===== src/rtl/pe_loopback_responder_if.sv =====
// NIC <-> PE-port handshake bundle. The NIC drives the master side, the
// loopback responder (router stand-in) drives the slave side.
interface pe_loopback_responder_if #(
  parameter int PACKET_WIDTH = 64
);
  logic                    pesi;
  logic [PACKET_WIDTH-1:0] pedi;
  logic                    peri;
  logic                    pero;
  logic                    peso;
  logic [PACKET_WIDTH-1:0] pedo;
  logic                    polarity_out;
  logic                    proto_err;

  modport master (
    output pesi, pedi, peri,
    input  pero, peso, pedo, polarity_out, proto_err
  );

  modport slave (
    input  pesi, pedi, peri,
    output pero, peso, pedo, polarity_out, proto_err
  );
endinterface


===== src/rtl/pe_loopback_responder.sv =====
// Router-side PE port stand-in: buffers each NIC packet on its VC and returns
// it on the matching polarity. Optional PE_LOOPBACK_STAMP_EN stamps pedo[15:0].
module pe_loopback_responder #(
  parameter int PACKET_WIDTH = 64
) (
  input logic                    clk,
  input logic                    reset,
  pe_loopback_responder_if.slave pe
);
  localparam int VC_BIT = PACKET_WIDTH - 1;

  logic                    r_pol;
  logic                    r_peso;
  logic [PACKET_WIDTH-1:0] r_pedo;
  logic                    r_proto_err;

  logic [1:0]              w_vld;
  logic [PACKET_WIDTH-1:0] w_data [2];
  logic                    w_accept;
  logic                    w_drop;
  logic                    w_launch;
  logic [PACKET_WIDTH-1:0] w_launch_data;
  logic [PACKET_WIDTH-1:0] w_pedo_next;

  // Accept targets buf[pol]; launch drains buf[~pol], so they never collide.
  assign pe.pero       = ~w_vld[r_pol];
  assign w_accept      = pe.pesi & pe.pero & (pe.pedi[VC_BIT] == r_pol);
  assign w_drop        = pe.pesi & ~w_accept;
  assign w_launch      = w_vld[~r_pol] & pe.peri;
  assign w_launch_data = w_data[~r_pol];

  genvar gi;
  generate
    for (gi = 0; gi < 2; gi++) begin : g_vc
      localparam logic VC = 1'(gi);
      logic                    r_vld;
      logic [PACKET_WIDTH-1:0] r_data;

      always_ff @(posedge clk) begin
        if (reset) begin
          r_vld <= 1'b0;
        end else if (w_accept && (r_pol == VC)) begin
          r_vld <= 1'b1;
        end else if (w_launch && (r_pol != VC)) begin
          r_vld <= 1'b0;
        end
      end

      // Payload needs no reset: it is only observed while r_vld is set.
      always_ff @(posedge clk) begin
        if (w_accept && (r_pol == VC)) begin
          r_data <= pe.pedi;
        end
      end

      assign w_vld[gi]  = r_vld;
      assign w_data[gi] = r_data;
    end
  endgenerate

`ifdef PE_LOOPBACK_STAMP_EN
  logic [15:0] r_seq;

  // One sequence number per launch, shared by both VCs, wrapping naturally.
  always_ff @(posedge clk) begin
    if (reset) begin
      r_seq <= 16'h0000;
    end else if (w_launch) begin
      r_seq <= r_seq + 16'h0001;
    end
  end

  assign w_pedo_next = {w_launch_data[PACKET_WIDTH-1:16], r_seq};
`else
  assign w_pedo_next = w_launch_data;
`endif

  always_ff @(posedge clk) begin
    if (reset) begin
      r_pol       <= 1'b0;
      r_peso      <= 1'b0;
      r_pedo      <= '0;
      r_proto_err <= 1'b0;
    end else begin
      r_pol  <= ~r_pol;
      r_peso <= w_launch;
      if (w_launch) begin
        r_pedo <= w_pedo_next;
      end
      if (w_drop) begin
        r_proto_err <= 1'b1;
      end
    end
  end

  assign pe.peso         = r_peso;
  assign pe.pedo         = r_pedo;
  assign pe.polarity_out = r_pol;
  assign pe.proto_err    = r_proto_err;
endmodule


===== src/flat_wrapper.sv =====
// flat-port wrapper written by rule: the top's interface ports become plain ports
module pe_loopback_responder_flat 
#(
  parameter int PACKET_WIDTH = 64
)
  (clk, reset, pe_pesi, pe_pedi, pe_peri, pe_pero, pe_peso, pe_pedo, pe_polarity_out, pe_proto_err);
  pe_loopback_responder_if #(.PACKET_WIDTH(PACKET_WIDTH)) pe_i ();
  input logic clk;
  input logic reset;
  input wire logic [$bits(pe_i.pesi)-1:0] pe_pesi;
  input wire logic [$bits(pe_i.pedi)-1:0] pe_pedi;
  input wire logic [$bits(pe_i.peri)-1:0] pe_peri;
  output wire logic [$bits(pe_i.pero)-1:0] pe_pero;
  output wire logic [$bits(pe_i.peso)-1:0] pe_peso;
  output wire logic [$bits(pe_i.pedo)-1:0] pe_pedo;
  output wire logic [$bits(pe_i.polarity_out)-1:0] pe_polarity_out;
  output wire logic [$bits(pe_i.proto_err)-1:0] pe_proto_err;
  assign pe_i.pesi = pe_pesi;
  assign pe_i.pedi = pe_pedi;
  assign pe_i.peri = pe_peri;
  assign pe_pero = pe_i.pero;
  assign pe_peso = pe_i.peso;
  assign pe_pedo = pe_i.pedo;
  assign pe_polarity_out = pe_i.polarity_out;
  assign pe_proto_err = pe_i.proto_err;
  pe_loopback_responder #(.PACKET_WIDTH(PACKET_WIDTH)) u_core (.clk(clk), .reset(reset), .pe(pe_i));
endmodule

===== config.mk =====
export PLATFORM = sky130hd
export DESIGN_NAME = pe_loopback_responder_flat
export DESIGN_NICKNAME = d
export VERILOG_FILES = /design/src/rtl/pe_loopback_responder_if.sv /design/src/rtl/pe_loopback_responder.sv /design/src/flat_wrapper.sv
export SDC_FILE = /design/constraint.sdc
export NUM_CORES = 1
export LEC_CHECK = 0
export ABC_AREA = 1
export CAP_MARGIN = 20
export CORE_ASPECT_RATIO = 1.5
export CORE_UTILIZATION = 50
export DETAILED_ROUTE_END_ITERATION = 12
export PLACE_DENSITY = 0.75
export SYNTH_ARGS = -nofsm -noshare
export SYNTH_HDL_FRONTEND = slang
export SYNTH_SLANG_ARGS = --single-unit

===== constraint.sdc =====
create_clock -name clk -period 12.08 [get_ports clk]
set_clock_uncertainty 0.05 [all_clocks]
set_input_delay 3.624 -clock clk [delete_from_list [all_inputs] [get_ports clk]]
set_output_delay 3.624 -clock clk [all_outputs]
set_load 0.005 [all_outputs]

* Word level (Yosys, flattened, before mapping)
Index checks and enable logic that the tools add are counted.
Word-level totals: flip-flop bits (word level) 197, bits of input ports 68, logic and storage cells 37
Operators by class: order comparisons 3, equal/unequal tests 1, muxes and demuxes 11, bitwise gates (word level) 8, reductions and logical operators 6
Operator list (number):
- $mux 64 | 3
- $mux 1 | 8
- $and 1x1->1 | 4
- $logic_and 1x1->1 | 4
- $lt 1x2->1 const B | 2
- $reduce_bool 2->1 | 2
- $not 1->1 | 3
- $ge 2x2->1 const B | 1
- $not 1->2 | 1
- $eq 1x1->1 | 1

* Depth between registers and ports, before layout
depth after elaboration 7, mapped depth 9, gate-level depth less buffers 6

* Worst setup path after synthesis
Ideal clock, no wire load.
path type input to register, start point in pe_pesi, end point reg u_core.g_vc[0].r_data[0] (enable), data arrival time 9781 ps, setup slack 1605 ps, stages on the path 2, path through inv_1 nor4_1
On the way: word-level cells in the longest chain between the ends 3
RTL lines:
- start: declaration | line flat_wrapper.sv:10 | input wire logic [$bits(pe_i.pesi)-1:0] pe_pesi;
- $and 1x1->1 (2 in a row) | line pe_loopback_responder.sv:27 | assign w_accept = pe.pesi & pe.pero & (pe.pedi[VC_BIT] == r_pol);
- $logic_and 1x1->1 | line pe_loopback_responder.sv:51 | if (w_accept && (r_pol == VC)) begin
- end signal: assignment | line pe_loopback_responder.sv:52 | r_data <= pe.pedi;
- end: declaration | line pe_loopback_responder.sv:37 | logic [PACKET_WIDTH-1:0] r_data;
No other way between the ends. A chain may end at the register's enable or synchronous reset.

* Worst setup path after layout
start point reg u_core.r_pol, in the netlist u_core.pe.polarity_out, end point out pe_pero
On the way: word-level cells in the longest chain between the ends 3
RTL lines:
- start: declaration | line pe_loopback_responder.sv:12 | logic r_pol;
- start signal: assignment | line pe_loopback_responder.sv:85 | r_pol <= ~r_pol;
- $mux 1 (implied by the code) (2 in a row) | line pe_loopback_responder.sv:26 | assign pe.pero = ~w_vld[r_pol];
- $not 1->1 | line pe_loopback_responder.sv:26
- end: declaration | line flat_wrapper.sv:13 | output wire logic [$bits(pe_i.pero)-1:0] pe_pero;
No other way between the ends. The select of a mux whose other input is x is not followed.

==> results.yml <==
yosys:
  synth_seq_cells: 197
  yosys_warnings: 0
  synthTopCellsByArea: "edfxtp_1, dfxtp_1, nand2_1, nand3_1, a21oi_1"
  async_reset_ff_share_pct: 0
  synth.largest_area_cell: "edfxtp_1"
  synth_top_area_share_pct: 53.3
  synth_most_common_cell: "nand2_1"
  yosys-top-cells-count: "nand2_1, edfxtp_1, dfxtp_1"
  synth_area_mm2: 0.00721
  seq_area_frac_synth_pct: 72.5
  syn_inst: 653
  synth-edff-count: 128
  synthFlopType: "edfxtp_1"
  avgSynthCellArea_um2: 11.0
  ys_types: 19
  synth_fp_nets: 721
route:
  vias_per_cell: 5.21
  ant_nets: 0
  wl_per_cell_um: 16.1
  vias: 5092
  dr.pass1.iters: 5
  drtIter0Drc: 298
  wirelength_mm: 15.7
  drc: 0
worst_setup_path:
  start_kind: "flip-flop"
  r2r-end: "u_core.pe.pedo[23]"
  cp.arrival_ns: 2.23
  worstPathRequired_ns: 8.41
  rrSetupSlack_ns: 9.70
  critPathMaxFanout: 72
  rr_startpoint: "u_core.pe.polarity_out"
  rr_worst_depth: 6
  end_kind: "output pin"
  critical_path_class: "reg -> out"
hold_path:
  hold_start: "u_core.pe.pedo[59]"
  hp-class: "reg -> reg"
  holdPathStages: 2
  holdPathEnd: "u_core.pe.pedo[59]"
global_routing:
  grt_max_degree: 73
  busiest_layer: "met2"
  grtUsageTotal_pct: 21.9
  antenna_found_initial: 0
  grt_util_met2_pct: 39.3
  grt.met1_usage_pct: 24.3
  grt_pass1_wl_mm: 24.6
  grt_pass1_vias: 5127
  use_met3_pct: 4.78
  grt_overflow_total: 0
final_layout:
  drive_gt1_share_pct: 6.11
  multi_input_area_mm2: 0.00172
  area_delta_synth_final_pct: 28.1
  nFillCells: 1098
  fin_util_pct: 65.7
  nets: 841
  seq_area_mm2: 0.00523
  antenna_cells: 0
  final_cell_area_mm2: 0.00923
power:
  switchingPower_mw: 0.298
  power.leakage_nw: 3.33
  p_seq_share_pct: 53.2
  ir_drop_mv: 0.0860
  combPwrFrac_pct: 7.0
  swShare_pct: 21.2
  cell_internal_pwr_mw: 1.11
  clockPowerShare_pct: 39.8
  power_density_mw_per_mm2: 152
  finalPower_mw: 1.40
sta:
  worst-slew-pin-transition_ns: 0.773
  setup_tns_ns: 0
  finalWorstSetupSlack_ns: 6.17
  hold_violations: 0
  relSlewSlack_pct: 48.5
  rsz0062_at_grt: "false"
  setup_viol: 0
  report.final.slew_viol_count: 0
  max_freq_mhz: 169
  fin_crit_ns: 5.91
  layout_worst_path_cycle_share_pct: 48.9
clock_network:
  clk_pin_slew_ns: 0.07
  cts.path.max_buffers: 2
  ctsHoldBuffers: 0
  cts_setup_buffers: 0
  cts_made_buffers: 17
  cts-resized-gates: 0
  clockRootBuffer: "clkbuf_16"
  clk_latency_ns: 0.42
  cts_tree: "done"
  clock-sinks: 197
  htree_num_levels: 4
placed_design:
  io_buffers: 135
  dpl_worst_slack_ns: 6.45
  gp_congestion: 0.773
  hpwl_mm: 9.45
  post_dp_cell_area_mm2: 0.00864
outcome:
  status: "finished, final reports clean"
floorplan:
  coreArea_mm2: 0.0141
  rows: 53
  io_pins: 136
  dieArea_mm2: 0.0149
  die_x_um: 100
  start_util_pct: 51.3
  die_h_um: 149
flow_run:
  drv_cap: 0
## routing by layer
| layer | share of wire, % | vias up |
|---|---|---|
| met5 | 0 | - |
| li1 | - | 2454 |
| met2 | 53 | 201 |
| met1 | 38 | 2404 |
| met4 | 3.1 | 0 |
| met3 | 5.9 | 33 |
## power by group through the flow
stage / Clock [mW] / Sequential, mW / Combinational (mW)
after detailed placement: 0 / 0.761 / 0.0990
after global placement: 0 / 0.760 / 0.0947
final: 0.558 / 0.746 / 0.0989
after floorplan: 0 / 0.763 / 0.0497
after global routing: 0.594 / 0.748 / 0.108
after CTS: 0.569 / 0.746 / 0.0996
## sequential cells by signal (all words and copies together), names as in the netlist
name	cells
u_core.pe.proto_err	1
u_core.pe.pedo	64
u_core.pe.polarity_out	1
u_core.pe.peso	1
u_core.g_vc.r_vld	2
u_core.g_vc.r_data	128
## how the worst max path moves through the flow
stage / start / end / slack, ns
3_5_place_dp: pe_pedi[63] / u_core.g_vc[1].r_data[10] / 6.45
4_1_cts: u_core.pe.polarity_out / pe_pero / 6.12
5_1_grt: u_core.pe.polarity_out / pe_pero / 5.97
2_1_floorplan: pe_pesi / u_core.g_vc[0].r_data[0] / 1.60
3_3_place_gp: pe_peri / u_core.pe.pedo[19] / 6.34
6_report: u_core.pe.polarity_out / pe_pero / 6.17
## stage by stage
stage	hold WS (ns)	cells
detailed placement	0.401	946
global route	0.426	978
global placement	0.397	945
floorplan	0.397	653
finish	0.411	978
CTS	0.411	978
## critical path, stage by stage, from the launching register on
cell             delay, ns
dfxtp_2               0.35
buf_4                 0.63
nand2_1               0.12
nand2_1               0.18
inv_1                 0.08
clkdlybuf4s50_1       0.45
## logic make-up (layout without fill, tap and decap cells)
group,Yosys count,count (layout),synth area share [%]
AND/OR/NAND/NOR,338,338,19.0
flip-flops,197,197,72.5
AO/OA/AOI/OAI,68,68,4.76
buffers and inverters,50,183,3.80
## cells in the final DEF (no fill, tap or decap), types with 2 or more instances in the layout
master	n
a21oi_1	65
a31oi_1	2
buf_2	2
buf_4	9
bufinv_16	3
clkbuf_16	17
clkdlybuf4s50_1	133
clkinv_1	2
clkinv_2	4
clkinvlp_4	2
dfxtp_1	68
edfxtp_1	128
inv_1	5
inv_6	2
nand2_1	263
nand2_2	3
nand3_1	66
nor2_1	2
nor4_2	2
## layout make-up
cell class / count / area share [%]
clock buffer: 18 / 4.65
clock inverter: 14 / 1.72
inverter: 6 / 0.271
multi-input combinational: 406 / 18.7
sequential: 197 / 56.6
timing repair buffer: 145 / 15.5
tap: 192 / 2.60
Power figures use the tool's default switching activity.
